File: src/rtl/tlc_top.sv
// Highway/farm-road traffic light controller: divides MCLK into a slow state tick,
// keeps sticky sensor requests and sequences the lamps with a Moore machine.
module tlc_top #(
  parameter int TICK_HALF = 125
) (
  input  logic MCLK,
  input  logic RESET,
  input  logic HS_IN,
  input  logic FS_IN,
  output logic HGREEN,
  output logic HLEFT,
  output logic HYELLOW,
  output logic HRED,
  output logic FLEFT,
  output logic FYELLOW,
  output logic FRED,
  output logic TICK
);
  // state | meaning
  // HG    | highway green, farm red; idle until a request is snapshotted
  // HY1   | highway yellow leaving HG; picks left turn (priority) or farm
  // HL    | highway left turn, one tick
  // HY2   | highway yellow after left turn; farm next if pending
  // FL    | farm left, highway red, one tick
  // FY    | farm yellow, highway red, then back to HG
  typedef enum logic [2:0] {S_HG, S_HY1, S_HL, S_HY2, S_FL, S_FY} state_t;

  localparam int CW = $clog2(TICK_HALF);

  state_t        state_q, state_d;
  logic [CW-1:0] cnt_q, cnt_d;
  logic          clock_q, clock_d;
  logic          hs_req_q, hs_req_d, fs_req_q, fs_req_d;
  logic          hs_snap_q, hs_snap_d, fs_snap_q, fs_snap_d;
  logic          wrap, tick;
  logic [6:0]    lamps;

  assign wrap = (cnt_q == CW'(TICK_HALF - 1));
  assign tick = wrap & ~clock_q;

  always_comb begin
    cnt_d     = wrap ? '0 : cnt_q + 1'b1;
    clock_d   = wrap ? ~clock_q : clock_q;
    // The serving lamp clears its request even if the sensor is still high.
    hs_req_d  = (hs_req_q | HS_IN) & ~HLEFT;
    fs_req_d  = (fs_req_q | FS_IN) & ~FLEFT;
    hs_snap_d = tick ? hs_req_q : hs_snap_q;
    fs_snap_d = tick ? fs_req_q : fs_snap_q;
  end

  always_comb begin
    state_d = state_q;
    if (tick) begin
      case (state_q)
        S_HG:    if (hs_snap_q || fs_snap_q) state_d = S_HY1;
        S_HY1:   state_d = hs_snap_q ? S_HL : S_FL;
        S_HL:    state_d = S_HY2;
        S_HY2:   state_d = fs_snap_q ? S_FL : S_HG;
        S_FL:    state_d = S_FY;
        S_FY:    state_d = S_HG;
        default: state_d = S_HG;
      endcase
    end
  end

  always_ff @(posedge MCLK) begin
    if (RESET) begin
      cnt_q     <= '0;
      clock_q   <= 1'b0;
      state_q   <= S_HG;
      hs_req_q  <= 1'b0;
      fs_req_q  <= 1'b0;
      hs_snap_q <= 1'b0;
      fs_snap_q <= 1'b0;
    end else begin
      cnt_q     <= cnt_d;
      clock_q   <= clock_d;
      state_q   <= state_d;
      hs_req_q  <= hs_req_d;
      fs_req_q  <= fs_req_d;
      hs_snap_q <= hs_snap_d;
      fs_snap_q <= fs_snap_d;
    end
  end

  // Lamp order: {HRED,HYELLOW,HLEFT,HGREEN,FRED,FYELLOW,FLEFT}
  always_comb begin
    lamps = 7'b0001_100;
    case (state_q)
      S_HG:    lamps = 7'b0001_100;
      S_HY1:   lamps = 7'b0100_100;
      S_HL:    lamps = 7'b0010_100;
      S_HY2:   lamps = 7'b0100_100;
      S_FL:    lamps = 7'b1000_001;
      S_FY:    lamps = 7'b1000_010;
      default: lamps = 7'b0001_100;
    endcase
  end

  assign {HRED, HYELLOW, HLEFT, HGREEN, FRED, FYELLOW, FLEFT} = lamps;
  assign TICK = tick;

endmodule

File: config.mk
export PLATFORM = sky130hd
export DESIGN_NAME = tlc_top
export DESIGN_NICKNAME = d
export VERILOG_FILES = /design/src/rtl/tlc_top.sv
export SDC_FILE = /design/constraint.sdc
export NUM_CORES = 1
export LEC_CHECK = 0
export CELL_PAD_IN_SITES_DETAIL_PLACEMENT = 1
export CELL_PAD_IN_SITES_GLOBAL_PLACEMENT = 1
export CORE_AREA = 2 2 46 48
export CTS_CLUSTER_SIZE = 8
export DETAILED_ROUTE_END_ITERATION = 10
export DIE_AREA = 0 0 48 50
export PLACE_DENSITY = 0.76
export SETUP_SLACK_MARGIN = 0.2
export SYNTH_ARGS = -nofsm -noshare
export SYNTH_HDL_FRONTEND = slang
export SYNTH_SLANG_ARGS = --single-unit
File: constraint.sdc
create_clock -name MCLK -period 1.99 [get_ports MCLK]
set_input_delay 0.4975 -clock MCLK [delete_from_list [all_inputs] [get_ports MCLK]]
set_output_delay 0.4975 -clock MCLK [all_outputs]
set_load 0.05 [all_outputs]
=== After elaboration in Yosys (flattened, before gate mapping) ===
Index checks and enable logic that the tools add are counted.

* Register bits after elaboration: 15
* Latch bits: 0
* Memory bits (writable): 0
* Bits in read-only memories: 0
* Input port bits: 4
* Output and inout bits: 8
* Word-level logic and storage cells: 33
* Memories: 0

* Add/subtract/negate cells: 1
* $mul: 0
* Div/mod/pow operators: 0
* Order comparisons: 0
* Eq/ne operators: 7
* Shift-type cells: 0
* Muxes and demuxes: 5
* Bitwise logic cells: 8
* Reductions and logical operators: 5

{| class="wikitable"
|+ Operators by type and width
! cell !! count
|-
| one-hot mux 7 bit (4 select lines) || 1
|-
| one-hot mux 3 bit (5 select lines) || 1
|-
| 2-to-1 mux 3 bit || 3
|-
| adder 7 x 1 -> 7 bit (second input constant) || 1
|-
| == test 7 bit (second input constant) || 1
|-
| == test 3 x 2 -> 1 bit (second input constant) || 2
|-
| == test 3 bit (second input constant) || 2
|-
| OR reduction 2 bit || 2
|-
| bitwise AND 1 bit || 3
|-
| == test 3 x 1 -> 1 bit (second input constant) || 1
|-
| zero test 3 bit || 1
|-
| NOT 1 bit || 3
|-
| inequality test 2 bit (second input constant) || 1
|-
| bitwise OR 1 bit || 2
|-
| AND reduction 2 bit || 1
|-
| logical OR 1 bit || 1
|}

=== Depth between registers and ports, before layout ===
Gate-level depths: netlist (run 1).

* Depth after elaboration: 5
* Depth in mapped cells: 8
* Gate-level depth less buffers: 7

=== Least setup slack after synthesis (run 1) ===
Ideal clock, no wire load.

* Path type: reg-to-output
* From: register state_q[2]
* To: output FLEFT
* Arrival: 2505 ps
* Required time: 1492 ps
* Setup slack: -1013 ps
* Stages on the path, launching flop included: 4
* Buffers on the path: 0
* Cell sequence: dfxtp_1 -> nor2b_1 -> inv_1 -> nor2_1

* Cells in the longest elaborated chain, start to end: 3
* Elaborated cells between the ends (all ways): 7
* Those cells by class: 5 x eq/ne; 1 x mux; 1 x reduce/logical

{| class="wikitable"
|+ RTL lines
! item !! line !! text
|-
| from (decl) || 30 || <nowiki>state_t state_q, state_d;</nowiki>
|-
| from (signal assigned) || 78 || <nowiki>state_q <= state_d;</nowiki>
|-
| == test 3 x 2 -> 1 bit / == test 3 x 1 -> 1 bit (equally long branches) || 89 || <nowiki>case (state_q)</nowiki>
|-
| OR reduction 2 bit (no source line) || -- ||
|-
| one-hot mux 7 bit (4 select lines) * || 89 ||
|-
| to (decl) || 14 || <nowiki>output logic FLEFT,</nowiki>
|}

Mark *: on every way between the ends. The rest lies on a longest branch, timed or not.

=== Worst setup path in the final report (run 1) ===
* From: register cnt_q[1]
* To: output TICK

* Cells in the longest elaborated chain, start to end: 2

{| class="wikitable"
|+ RTL lines
! item !! line !! text
|-
| from (decl) || 31 || <nowiki>logic [CW-1:0] cnt_q, cnt_d;</nowiki>
|-
| from (signal assigned) || 76 || <nowiki>cnt_q <= cnt_d;</nowiki>
|-
| == test 7 bit || 38 || <nowiki>assign wrap = (cnt_q == CW'(TICK_HALF - 1));</nowiki>
|-
| bitwise AND 1 bit || 39 || <nowiki>assign tick = wrap & ~clock_q;</nowiki>
|-
| to (decl) || 17 || <nowiki>output logic TICK</nowiki>
|}

No other way between the ends.

==> results.toml, run 1 <==
[status]
status = "finished, final reports clean"

[global_routing]
gr-total-overflow = 0
grt_max_degree = 10
grt_antenna_before_repair = 0
grt.total_usage_pct = 20.6
grt_pass1_vias = 665
grt_pass1_wl_um = 3220

[clock_network]
htreeDepth = 1
cts_tree = "yes"
numCtsBuffers = 3
cts_max_path_buffers = 2
cts_root_buf = "clkbuf_4"
holdBufCountCts = 0
clk_pin_slew_worst_paths_ns = 0.09
clkSinkCount = 15
insertion_delay_ns = 0.29

[setup_path]
cpPeakStageDelay_ns = 0.35
critPathCaptureType = "output pin"
worstPathRequired_ns = 1.49
crit_path_start_kind = "flip-flop"
slowest_stage = "or3_4"
reg2regPathDepth = 8
worstSetupPathType = "reg -> out"
reg2reg_from = "cnt_q[1]"
critPathTopFamily = "simple AND/OR/NAND/NOR gates"
crit_chain = "inv_2 > ha_4 > nand2_4 > or3_4 > clkinvlp_4 > buf_12"
r2r_setup_slack_ns = 0.03
arrival_ns = 1.47
r2r_end = "state_q[1]"
path_buf_inv = 3
worst-path-max-fanout = 2

[yosys]
synth_flop_cell = "dfxtp_1"
synth-async-reset-ratio_pct = 0
synth_edf_count = 0
yosysMostFrequentCell = "dfxtp_1"
ys_types = 24
netlist_area_um2 = 657
yosys_warnings = 0
synth.avg_cell_area_um2 = 8.21
synth_nets = 86
netlist.area_leader.share_pct = 45.7
seq_area_frac_synth_pct = 45.7
synth_common_cells = "dfxtp_1 (15), nand2_1 (12), nor2_1 (10), a21oi_1 (7), inv_1 (5)"
syn_inst = 80
synth_top_area_cell = "dfxtp_1"
synth_area_leaders = "dfxtp_1 (46%), nand2_1 (6.9%), nor2_1 (5.7%), a21oi_1 (5.3%), ha_1 (3.8%)"
ys_seq_elements = 15

[timing]
worst_pin_slew_ns = 0.475
rsz0062_at_grt = "yes"
layout_min_cycle_time_ns = 1.97
fmax_mhz = 507
drv_slew = 0
relSlewSlack_pct = 68.2
hold_ws_ns = 0.478
setup_tns_ns = 0
hold_viol_final = 0
worst_clock_skew_ns = 0.00457
post-route-period-util_pct = 99.1
setup_viol = 0

[power]
finalPower_w = 0.000547
ir_drop_v = 0.000423
power_density_nw_per_um2 = 476
leakagePower_nw = 0.455

[floorplan]
die_w_um = 48
rows = 16
start_util_pct = 34.5
die_h_um = 50
fp.coreArea_um2 = 1900
die-area_um2 = 2400
ios = 12

[worst_hold_path]
hold_depth = 2
holdCritPathClass = "reg -> reg"
whs_endpoint = "fs_snap_q"
hold_start = "fs_req_q"

[routing]
vias_per_cell = 4.86
drtAntennaViolNets = 0
routed_wl_um = 2210
firstDrtPassIters = 2
drcViolationCount = 0
vias = 671
first_iter_violations = 2
drt-wirelength-per-cell_um = 16.0

[finish]
fill_cells = 211
antenna_cells = 0
drive_gt1_share_pct = 52.3
layout.area.seq_um2 = 319
areaGrowthSynthToFinish_pct = 75.0
nets = 118
multi_input_area_um2 = 419
post-route-util_pct = 60.5
fin_cells = 138

[placement]
numPortBuffers = 11
post-dp-hpwl_um = 1250
gp_congestion = 0.740
place_inst = 119

[run]
max_cap_viol_count = 0
-- what timing repair did --
item / 4_1_cts / 5_1_grt
endpoints found under the setup margin: 9 / 6
pin swaps: 6 / 6
resized for setup: 19 / 12
setup buffers: 10 / 5
-- flip-flops by register name (all words and copies together) (netlist names) --
register	cells
cnt_q	7
state_q	3
clock_q	1
fs_req_q	1
fs_snap_q	1
hs_req_q	1
hs_snap_q	1
-- routing by layer --
| layer | track usage, % | wire, µm | vias to the layer above |
|---|---|---|---|
| li1 | - | - | 333 |
| met1 | 24.6 | 926 | 317 |
| met2 | 29.6 | 1150 | 12 |
| met3 | 5.86 | 57 | 9 |
| met4 | 15.8 | 72 | 0 |
| met5 | 0 | 0 | - |
-- metrics by stage --
step,instance area [µm²],worst slack (ns)
5_1_grt,1150,-0.0365
4_1_cts,1070,-0.0325
3_3_place_gp,918,0.132
3_5_place_dp,918,0.0451
2_1_floorplan,681,0.0203
6_report,1150,0.0178
-- layout by cell type, fill, tap and decap left out --
master,Yosys,routed
clkbuf_4,0,3
nand2_1,12,10
o21ai_0,4,4
clkbuf_1,1,1
nand2_4,0,2
nor3_1,4,4
clkdlybuf4s50_1,0,3
dfxtp_1,15,6
nor3b_4,0,1
or3_1,3,1
ha_4,0,1
xor2_1,2,2
inv_1,5,1
or4_4,0,1
mux2_2,1,1
clkinvlp_4,0,1
o21bai_1,1,1
or4b_4,0,1
ha_1,2,1
nor2_1,10,9
dfxtp_4,0,3
a21oi_1,7,5
nand4_4,0,1
dfxtp_2,0,6
buf_4,0,17
nor2_4,0,1
buf_12,0,8
xnor2_1,1,1
a211oi_1,1,1
and2_4,0,1
a21oi_2,0,2
buf_6,0,1
or3_4,0,2
nand3_1,2,2
nor2b_4,0,1
nor2b_1,2,1
inv_2,0,3
or3b_2,1,1
-- report_power, final --
part | total (W) | internal (W) | switching [W]
clock | 0.000182 | 0.0000782 | 0.000104
sequential | 0.000311 | 0.000305 | 0.00000584
combinational | 0.0000539 | 0.0000287 | 0.0000252
-- worst max path at each step --
stage	start	endpoint	slack, ns	cells after the start
floorplan	state_q[2]	FLEFT	0.02	3
global placement	cnt_q[0]	TICK	0.13	6
detailed placement	cnt_q[0]	TICK	0.05	6
CTS	cnt_q[1]	TICK	-0.03	6
global route	cnt_q[0]	TICK	-0.04	6
finish	cnt_q[1]	TICK	0.02	6
-- worst min-delay path, cell delays in order (launching register included) --
cell,delay (ns)
dfxtp_1,0.32
nand2_1,0.06
a21oi_1,0.05
-- logic make-up after synthesis --
family | count (synthesis) | synth area share (%)
simple gates | 39 | 29.9
flops | 15 | 45.7
buf+inv | 7 | 4.19
compound gates | 13 | 10.7
fa+ha+maj | 2 | 3.81
xor+xnor | 3 | 4.00
mux | 1 | 1.71
-- area by class of cell --
cell class	count	share of cell area, %
Multi-Input combinational cell	58	36.5
Timing Repair Buffer	29	28.6
Sequential cell	15	27.7
Tap cell	27	2.94
Clock buffer	4	2.29
Inverter	5	1.96
(Power assumes the default switching activity.)
==> inputs of run 2 (changes only) <==
--- a/config.mk
+++ b/config.mk
@@ -11,8 +11,9 @@
 export CTS_CLUSTER_SIZE = 8
 export DETAILED_ROUTE_END_ITERATION = 10
 export DIE_AREA = 0 0 48 50
+export MAX_ROUTING_LAYER = met4
 export PLACE_DENSITY = 0.76
-export SETUP_SLACK_MARGIN = 0.2
+export SETUP_SLACK_MARGIN = 0.5
 export SYNTH_ARGS = -nofsm -noshare
 export SYNTH_HDL_FRONTEND = slang
 export SYNTH_SLANG_ARGS = --single-unit
==> run 2 against run 1 <==
The run now ends with negative setup slack left. Non-clock buffer count up 5. Sequential share of layout area fell by 1.8 points. Sequential cell count did not move. Critical path depth is the same. Fmax shrank 1.1%. Final area rose by 8.5%. Register-to-register slack gained 0.03 ns. Clock skew up 0.0032 ns.
==> results.toml, run 2 (synthesized netlist as in run 1, its figures left out) <==
[routing]
drt-wirelength-per-cell_um = 16.9
drcViolationCount = 0
firstDrtPassIters = 4
vias_per_cell = 5.07
first_iter_violations = 7
vias = 725
drtAntennaViolNets = 0
routed_wl_um = 2410

[timing]
worst_slack_ns = -0.00478
post-route-period-util_pct = 100
rsz0062_at_grt = "yes"
worst_pin_slew_ns = 0.460
setup_viol = 1
worst_clock_skew_ns = 0.00780
relSlewSlack_pct = 69.2
drv_slew = 0
fmax_mhz = 501
hold_viol_final = 0
layout_min_cycle_time_ns = 1.99

[finish]
fin_cells = 143
regMostFlops = "cnt_q"
nets = 123
largest_reg_flops = 7
final_common_cell = "buf_4"
areaGrowthSynthToFinish_pct = 89.9
final_cell_mix = "buf_4 (15), nor2_1 (9), nand2_1 (8), buf_12 (8), buf_6 (7)"
post-route-util_pct = 65.6
antenna_cells = 0
drive_gt1_share_pct = 59.5
top_regs = "cnt_q (7), state_q (3)"
final_area_um2 = 1250

[setup_path]
reg2regPathDepth = 8
slowest_stage = "or3_4"
cpPeakStageDelay_ns = 0.36
worstPathRequired_ns = 1.49
reg2reg_from = "cnt_q[0]"
worst-path-max-fanout = 2
critPathCaptureType = "output pin"
crit_chain = "inv_2 > ha_4 > nand2_4 > or3_4 > clkinvlp_4 > buf_12"
worstSetupPathType = "reg -> out"
r2r_setup_slack_ns = 0.06
crit_path_start_kind = "flip-flop"
r2r_end = "state_q[0]"
arrival_ns = 1.50
startpoint = "cnt_q[0]"

[global_routing]
grt_max_degree = 10
gr-total-overflow = 0
grt_antenna_before_repair = 0
grt.total_usage_pct = 21.0
grt_pass1_vias = 730
grt_pass1_wl_um = 3410

[floorplan]
die_w_um = 48
die-area_um2 = 2400
die_h_um = 50
ios = 12
fp.coreArea_um2 = 1900
start_util_pct = 34.5
rows = 16

[run]
max_cap_viol_count = 0

[status]
failed_checks = "negative setup slack"
status = "finished with violations"

[clock_network]
cts_root_buf = "clkbuf_4"
insertion_delay_ns = 0.29
cts_max_path_buffers = 2
clk_pin_slew_worst_paths_ns = 0.09
numCtsBuffers = 3
htreeDepth = 1
holdBufCountCts = 0
clkSinkCount = 15
cts_tree = "yes"

[worst_hold_path]
hold_depth = 2
whs_endpoint = "hs_snap_q"
holdCritPathClass = "reg -> reg"
hold_start = "hs_req_q"

[placement]
gp_congestion = 0.750
post-dp-hpwl_um = 1180
dpl_cell_area_um2 = 916
place_inst = 117
numPortBuffers = 11

[power]
ir_drop_v = 0.000406
power_density_nw_per_um2 = 432
leakagePower_nw = 0.495
==> run 2: layout make-up <==
cell class                      count  area (µm²)
Multi-Input combinational cell     58         444
Fill cell                         213         654
Tap cell                           27        33.8
Clock buffer                        4        26.3
Inverter                            5        22.5
Timing Repair Buffer               34         397
Sequential cell                    15         324
==> run 2: per-stage QoR <==
stage / hold WS, ns / power (W) / worst slack [ns] / TNS (ns)
2_1_floorplan: 0.419 / 0.000345 / 0.0743 / 0
3_3_place_gp: 0.427 / 0.000357 / 0.163 / 0
3_5_place_dp: 0.452 / 0.000359 / 0.154 / 0
4_1_cts: 0.474 / 0.000538 / -0.0116 / -0.0116
5_1_grt: 0.496 / 0.000566 / -0.0495 / -0.0495
6_report: 0.476 / 0.000539 / -0.00478 / -0.00478
==> run 2: how the worst max path moves through the flow <==
stage,endpoint,slack [ns],depth (start not counted)
final,TICK,-0.005,6
after CTS,TICK,-0.01,6
after global routing,TICK,-0.05,6
after floorplan,FLEFT,0.07,3
after global placement,TICK,0.16,6
after detailed placement,TICK,0.15,6
==> run 2: critical path: cells and delay by family, from the launching register on <==
kind | cells | cell delay, ns
AND/OR/NAND/NOR | 2 | 0.41
flip-flops | 1 | 0.34
buffers and inverters | 3 | 0.30
adder cells (fa/ha/maj) | 1 | 0.14
==> run 2: what timing repair did <==
item	in CTS	in global routing
setup buffers	17	5
pin swaps	9	6
cloned	0	0
resized for setup	23	14
setup endpoints to repair	11	14
==> run 2: per-layer routing <==
metal,part of all wire [%],GRT usage (%),wire (µm)
met5,0,-,0
met4,3.2,6.76,78
met3,3.2,4.40,78
met2,56,34.4,1350
met1,38,24.7,908
==> run 2: power breakdown <==
part / internal (W) / switching (W) / leakage (nW)
logic: 0.0000247 / 0.0000232 / 0.352
registers: 0.000303 / 0.00000724 / 0.128
clock network: 0.0000780 / 0.000103 / 0.0150
total: 0.000406 / 0.000133 / 0.495
==> RTL edit 1, RTL diff (settings of run 1) <==
The 6 states of `state_t` get a Gray code encoding in 3 bits.
--- a/src/rtl/tlc_top.sv
+++ b/src/rtl/tlc_top.sv
@@ -23,7 +23,7 @@
   // HY2   | highway yellow after left turn; farm next if pending
   // FL    | farm left, highway red, one tick
   // FY    | farm yellow, highway red, then back to HG
-  typedef enum logic [2:0] {S_HG, S_HY1, S_HL, S_HY2, S_FL, S_FY} state_t;
+  typedef enum logic [2:0] {S_HG = 3'b000, S_HY1 = 3'b001, S_HL = 3'b011, S_HY2 = 3'b010, S_FL = 3'b110, S_FY = 3'b111} state_t;
 
   localparam int CW = $clog2(TICK_HALF);
 
Formal check against the unedited RTL: no difference found for any inputs over 10 cycles, from zero or initial values and one cycle with RESET high; not proved beyond that.
==> RTL edit 1 against run 1 <==
Sequential cell count unchanged. Worst setup slack improved by 24 ps. Hold slack worse by 12 ps. Critical path type unchanged. Count of clock-buffer cells in the layout decreased by 1. Highest routed layer unchanged. Design area shrank 6.2%. Wire length fell by 27%. Total power fell by 2.7%. Synthesized area is 7.2% higher.
==> RTL edit 1: results (changes against run 1) <==
* Count of antenna diodes in the layout: 0 (unchanged)
* Area contributors post-synth: dfxtp_1, nor2_1, a21oi_1 (was dfxtp_1, nand2_1, nor2_1)
- The area share of buffers outside the clock network was 22.7% (was 28.6%).
* Global-route wire length before repair: 2680 um (was 3220 um)
* Status: complete, no violations (unchanged)
- The cell area after placement is 931 sq um (was 918 sq um).
- The xor-xnor portion of the synthesized cell area came to 4.97% (was 4.00%).
- The total via count after detailed routing is 621 (was 671).
- Total placed cells including tap cells: 121 (was 119)
* Cells on worst reg2reg path: 7 (was 8)
- The post-synth net total is 88 (was 86).
- Worst path max stage delay: 410 ps (was 350 ps)
- The sequential element share of the synthesized area was 42.6% (was 45.7%).
* Worst setup startpoint: cnt_q[0] (was cnt_q[1])
- The number of design-rule violations left by the first detailed-router iteration was 1 (was 2).
- Via count of the first global-routing pass: 594 (was 665)
* Sum of net half-perimeters after detailed placement: 1160 um (was 1250 um)
- The number of distinct standard cells referenced by the synthesized netlist came to 26 (was 24).
- The total area of multi-input combinational cells came to 417 sq um (was 419 sq um).
* Fraction of area in clock buffers and inverters: 2.55% (was 2.29%)
- RePlAce Congestion: 0.744 (was 0.740)
- The leakage component of the power came to 0.427 nW (was 0.455 nW).
* List of most frequent post-synthesis cells: dfxtp_1, nor2_1, nand2_1 (was dfxtp_1, nand2_1, nor2_1)
- Avg Inst Size Synth: 8.59 sq um (was 8.21 sq um)
- The share of the core filled with cells came to 56.7% (was 60.5%).
- The pin slew with the least headroom to its limit came to 460 ps (was 475 ps).
- The compound-cell area share of the yosys netlist came to 17.2% (was 10.7%).
- Peak VDD IR: 0.522 mV (was 0.423 mV)
- The all-layer global routing usage was 16.2% (was 20.6%).
* Setup Skew: 5.23 ps (was 4.57 ps)
- Number of non-clock inverters: 6 (was 5)
- Adder-Cell Fraction of Synth Area: 3.55% (was 3.81%)
- The aggregate routed wire length came to 1610 um (was 2210 um).
- Flip-flop and latch area: 320 sq um (was 319 sq um)
* Final layout net count: 111 (was 118)
- The internal reg-to-reg setup slack came to 500 ps (was 30 ps).
* Per-cell via count in the routed design: 4.74 (was 4.86)
* Layout cell share with drive strength beyond 1: 46.2% (was 52.3%)
-- RTL edit 1: through the flow --
stage	TNS, ps	setup slack (ps)	power (mW)
2_1_floorplan	0	175	0.341
3_3_place_gp	0	251	0.352
3_5_place_dp	0	216	0.352
4_1_cts	0	15.9	0.545
5_1_grt	-17.8	-17.8	0.566
6_report	0	42.1	0.532
-- RTL edit 1: kinds of logic (layout without fill, tap and decap cells) --
group / count (synthesis) / after routing
AND/OR/NAND/NOR: 35 / 35
adder cells (fa/ha/maj): 2 / 2
flip-flops: 15 / 15
AO/OA/AOI/OAI: 18 / 18
buffers and inverters: 8 / 30
XOR/XNOR: 4 / 4
-- RTL edit 1: per-layer routing --
| layer | track usage [%] | vias up | part of all wire (%) |
|---|---|---|---|
| met5 | 0 | - | 0 |
| met4 | 6.76 | 0 | 2.7 |
| met3 | 4.76 | 4 | 3.3 |
| met2 | 25.1 | 11 | 52 |
| met1 | 20.0 | 289 | 42 |
| li1 | - | 317 | - |
-- RTL edit 1: worst min-delay path by stage --
| stage | slack, ps | to |
|---|---|---|
| after floorplan | 430 | cnt_q[0] |
| after detailed placement | 460 | cnt_q[0] |
| final | 470 | fs_snap_q |
| after global routing | 500 | hs_snap_q |
| after global placement | 440 | cnt_q[0] |
| after CTS | 470 | hs_snap_q |
-- RTL edit 1: report_power, final --
part | total [mW] | internal (mW) | switching (mW)
clock network | 0.176 | 0.0748 | 0.101
logic | 0.0463 | 0.0259 | 0.0204
registers | 0.310 | 0.304 | 0.00644
total | 0.532 | 0.404 | 0.128
-- RTL edit 1: what timing repair did --
| item | CTS | global route |
|---|---|---|
| gates resized for setup | 16 | 9 |
| setup endpoints to repair | 6 | 3 |
| pin swaps | 2 | 3 |
| setup buffers | 5 | 1 |
==> RTL edit 2, RTL diff (flow settings as in run 1) <==
Made on the original files. Set the parameter `TICK_HALF` to 250 (it was 125).
--- a/src/rtl/tlc_top.sv
+++ b/src/rtl/tlc_top.sv
@@ -1,7 +1,7 @@
 // Highway/farm-road traffic light controller: divides MCLK into a slow state tick,
 // keeps sticky sensor requests and sequences the lamps with a Moore machine.
 module tlc_top #(
-  parameter int TICK_HALF = 125
+  parameter int TICK_HALF = 250
 ) (
   input  logic MCLK,
   input  logic RESET,
Formal check against the unedited RTL: no difference found for any inputs over 10 cycles, from zero or initial values and one cycle with RESET high; that may be too few to reach the edited logic, so the function may still have changed.
==> RTL edit 2 against run 1 <==
Total power up 8.8%. Sequential power is 7.4% higher. Via count rose by 2.1%. Sequential cell count increased by 1. Design area decreased by 1.6%. Wire length fell by 5.3%. Worst setup slack worse by 51 ps. Die area unchanged. Synthesized area rose by 10%. The run now ends with setup timing left. Clock skew rose by 0.54 ps.
==> RTL edit 2: results (changes against run 1) <==
- The maximum vdd ir drop was 0.395 mV (was 0.423 mV).
- The setup violation total in the final timing report was 2 (was 0).
- The ratio of cells with drive above 1 in the final layout came to 42.1% (was 52.3%).
- Status: complete, but fails checks (was complete, no violations)
- Switching fraction of total power: 22.7% (was 24.7%)
- The number of iterations in the first detailed-routing pass was 4 (was 2).
- Worst hold endpoint: clock_q (was fs_snap_q)
* Sequential element share of the synthesized area: 44.2% (was 45.7%)
- The arrival time at the worst endpoint is 1530 ps (was 1470 ps).
- The routing usage on met3 was 3.66% (was 5.86%).
* Total placed cells including tap cells: 122 (was 119)
* Cells on worst reg2reg path: 9 (was 8)
- List of most frequent post-synthesis cells: dfxtp_1, nor2_1, inv_1, nand2_1 (was dfxtp_1, nand2_1, nor2_1).
- The number of distinct standard cells referenced by the synthesized netlist is 34 (was 24).
- Area contributors post-synth: dfxtp_1, nor2_1, ha_1 (was dfxtp_1, nand2_1, nor2_1).
- The all-layer global routing usage is 19.9% (was 20.6%).
- Leakage power figure: 0.467 nW (was 0.455 nW)
* Worst reg2reg setup slack: -10 ps (was 30 ps)
- The peak per-stage delay on the critical path came to 400 ps (was 350 ps).
* Setup slack of the critical path after layout: -33.2 ps (was 17.8 ps)
- The power in the clock group was 0.221 mW (was 0.182 mW).
* Met1 demand-to-capacity share in global routing: 25.6% (was 24.6%)
- The clock tree skew after final layout came to 5.10 ps (was 4.57 ps).
- Cell area after layout: 0.00113 sq mm (was 0.00115 sq mm)
* Violations in the final reports: setup timing
- Setup TNS: -46.2 ps (was 0 ps)
- The worst min-delay path startpoint is clock_q (was fs_req_q).
- The post-synth net total was 89 (was 86).
- Final layout net count: 114 (was 118)
- The last weighted congestion value of the routability-driven placer was 0.805 (was 0.740).
- Power drawn by the sequential cells: 0.334 mW (was 0.311 mW)
- The number of design-rule violations left by the first detailed-router iteration is 12 (was 2).
- Slew at the pin closest to its max-slew limit: 364 ps (was 475 ps)
- Biggest registers after layout: cnt_q: 8 flops, state_q: 3 flops (was cnt_q: 7 flops, state_q: 3 flops)
-- RTL edit 2: metal layers --
metal  part of all wire [%]  vias to the layer above
li1                       -                      337
met1                     44                      335
met2                     53                       10
met3                    2.2                        3
met4                   0.86                        0
met5                      0                        -
-- RTL edit 2: layout make-up --
type                       count  area share [%]
sequential                    16            29.3
multi-input combinational     60            38.2
tap                           27            2.99
clock buffer                   4            3.21
timing repair buffer          22            24.0
inverter                       5            2.32
-- RTL edit 2: cell families (layout without fill, tap and decap cells) --
group | after synthesis | after routing | share of synthesized area, %
adders and majority gates | 2 | 2 | 3.45
buffers and inverters | 7 | 31 | 4.66
xor gates and xnor gates | 3 | 3 | 3.63
AOI/OAI and AO/OA | 15 | 15 | 13.3
DFF | 16 | 16 | 44.2
muxes | 3 | 3 | 4.32
and+or+nand+nor | 37 | 37 | 26.4
-- RTL edit 2: what timing repair did --
action / CTS / global route
setup endpoints to repair: 8 / 7
buffers inserted: 6 / 2
pin swaps: 6 / 4
hold endpoints to repair: 0 / 0
gates resized for setup: 10 / 6
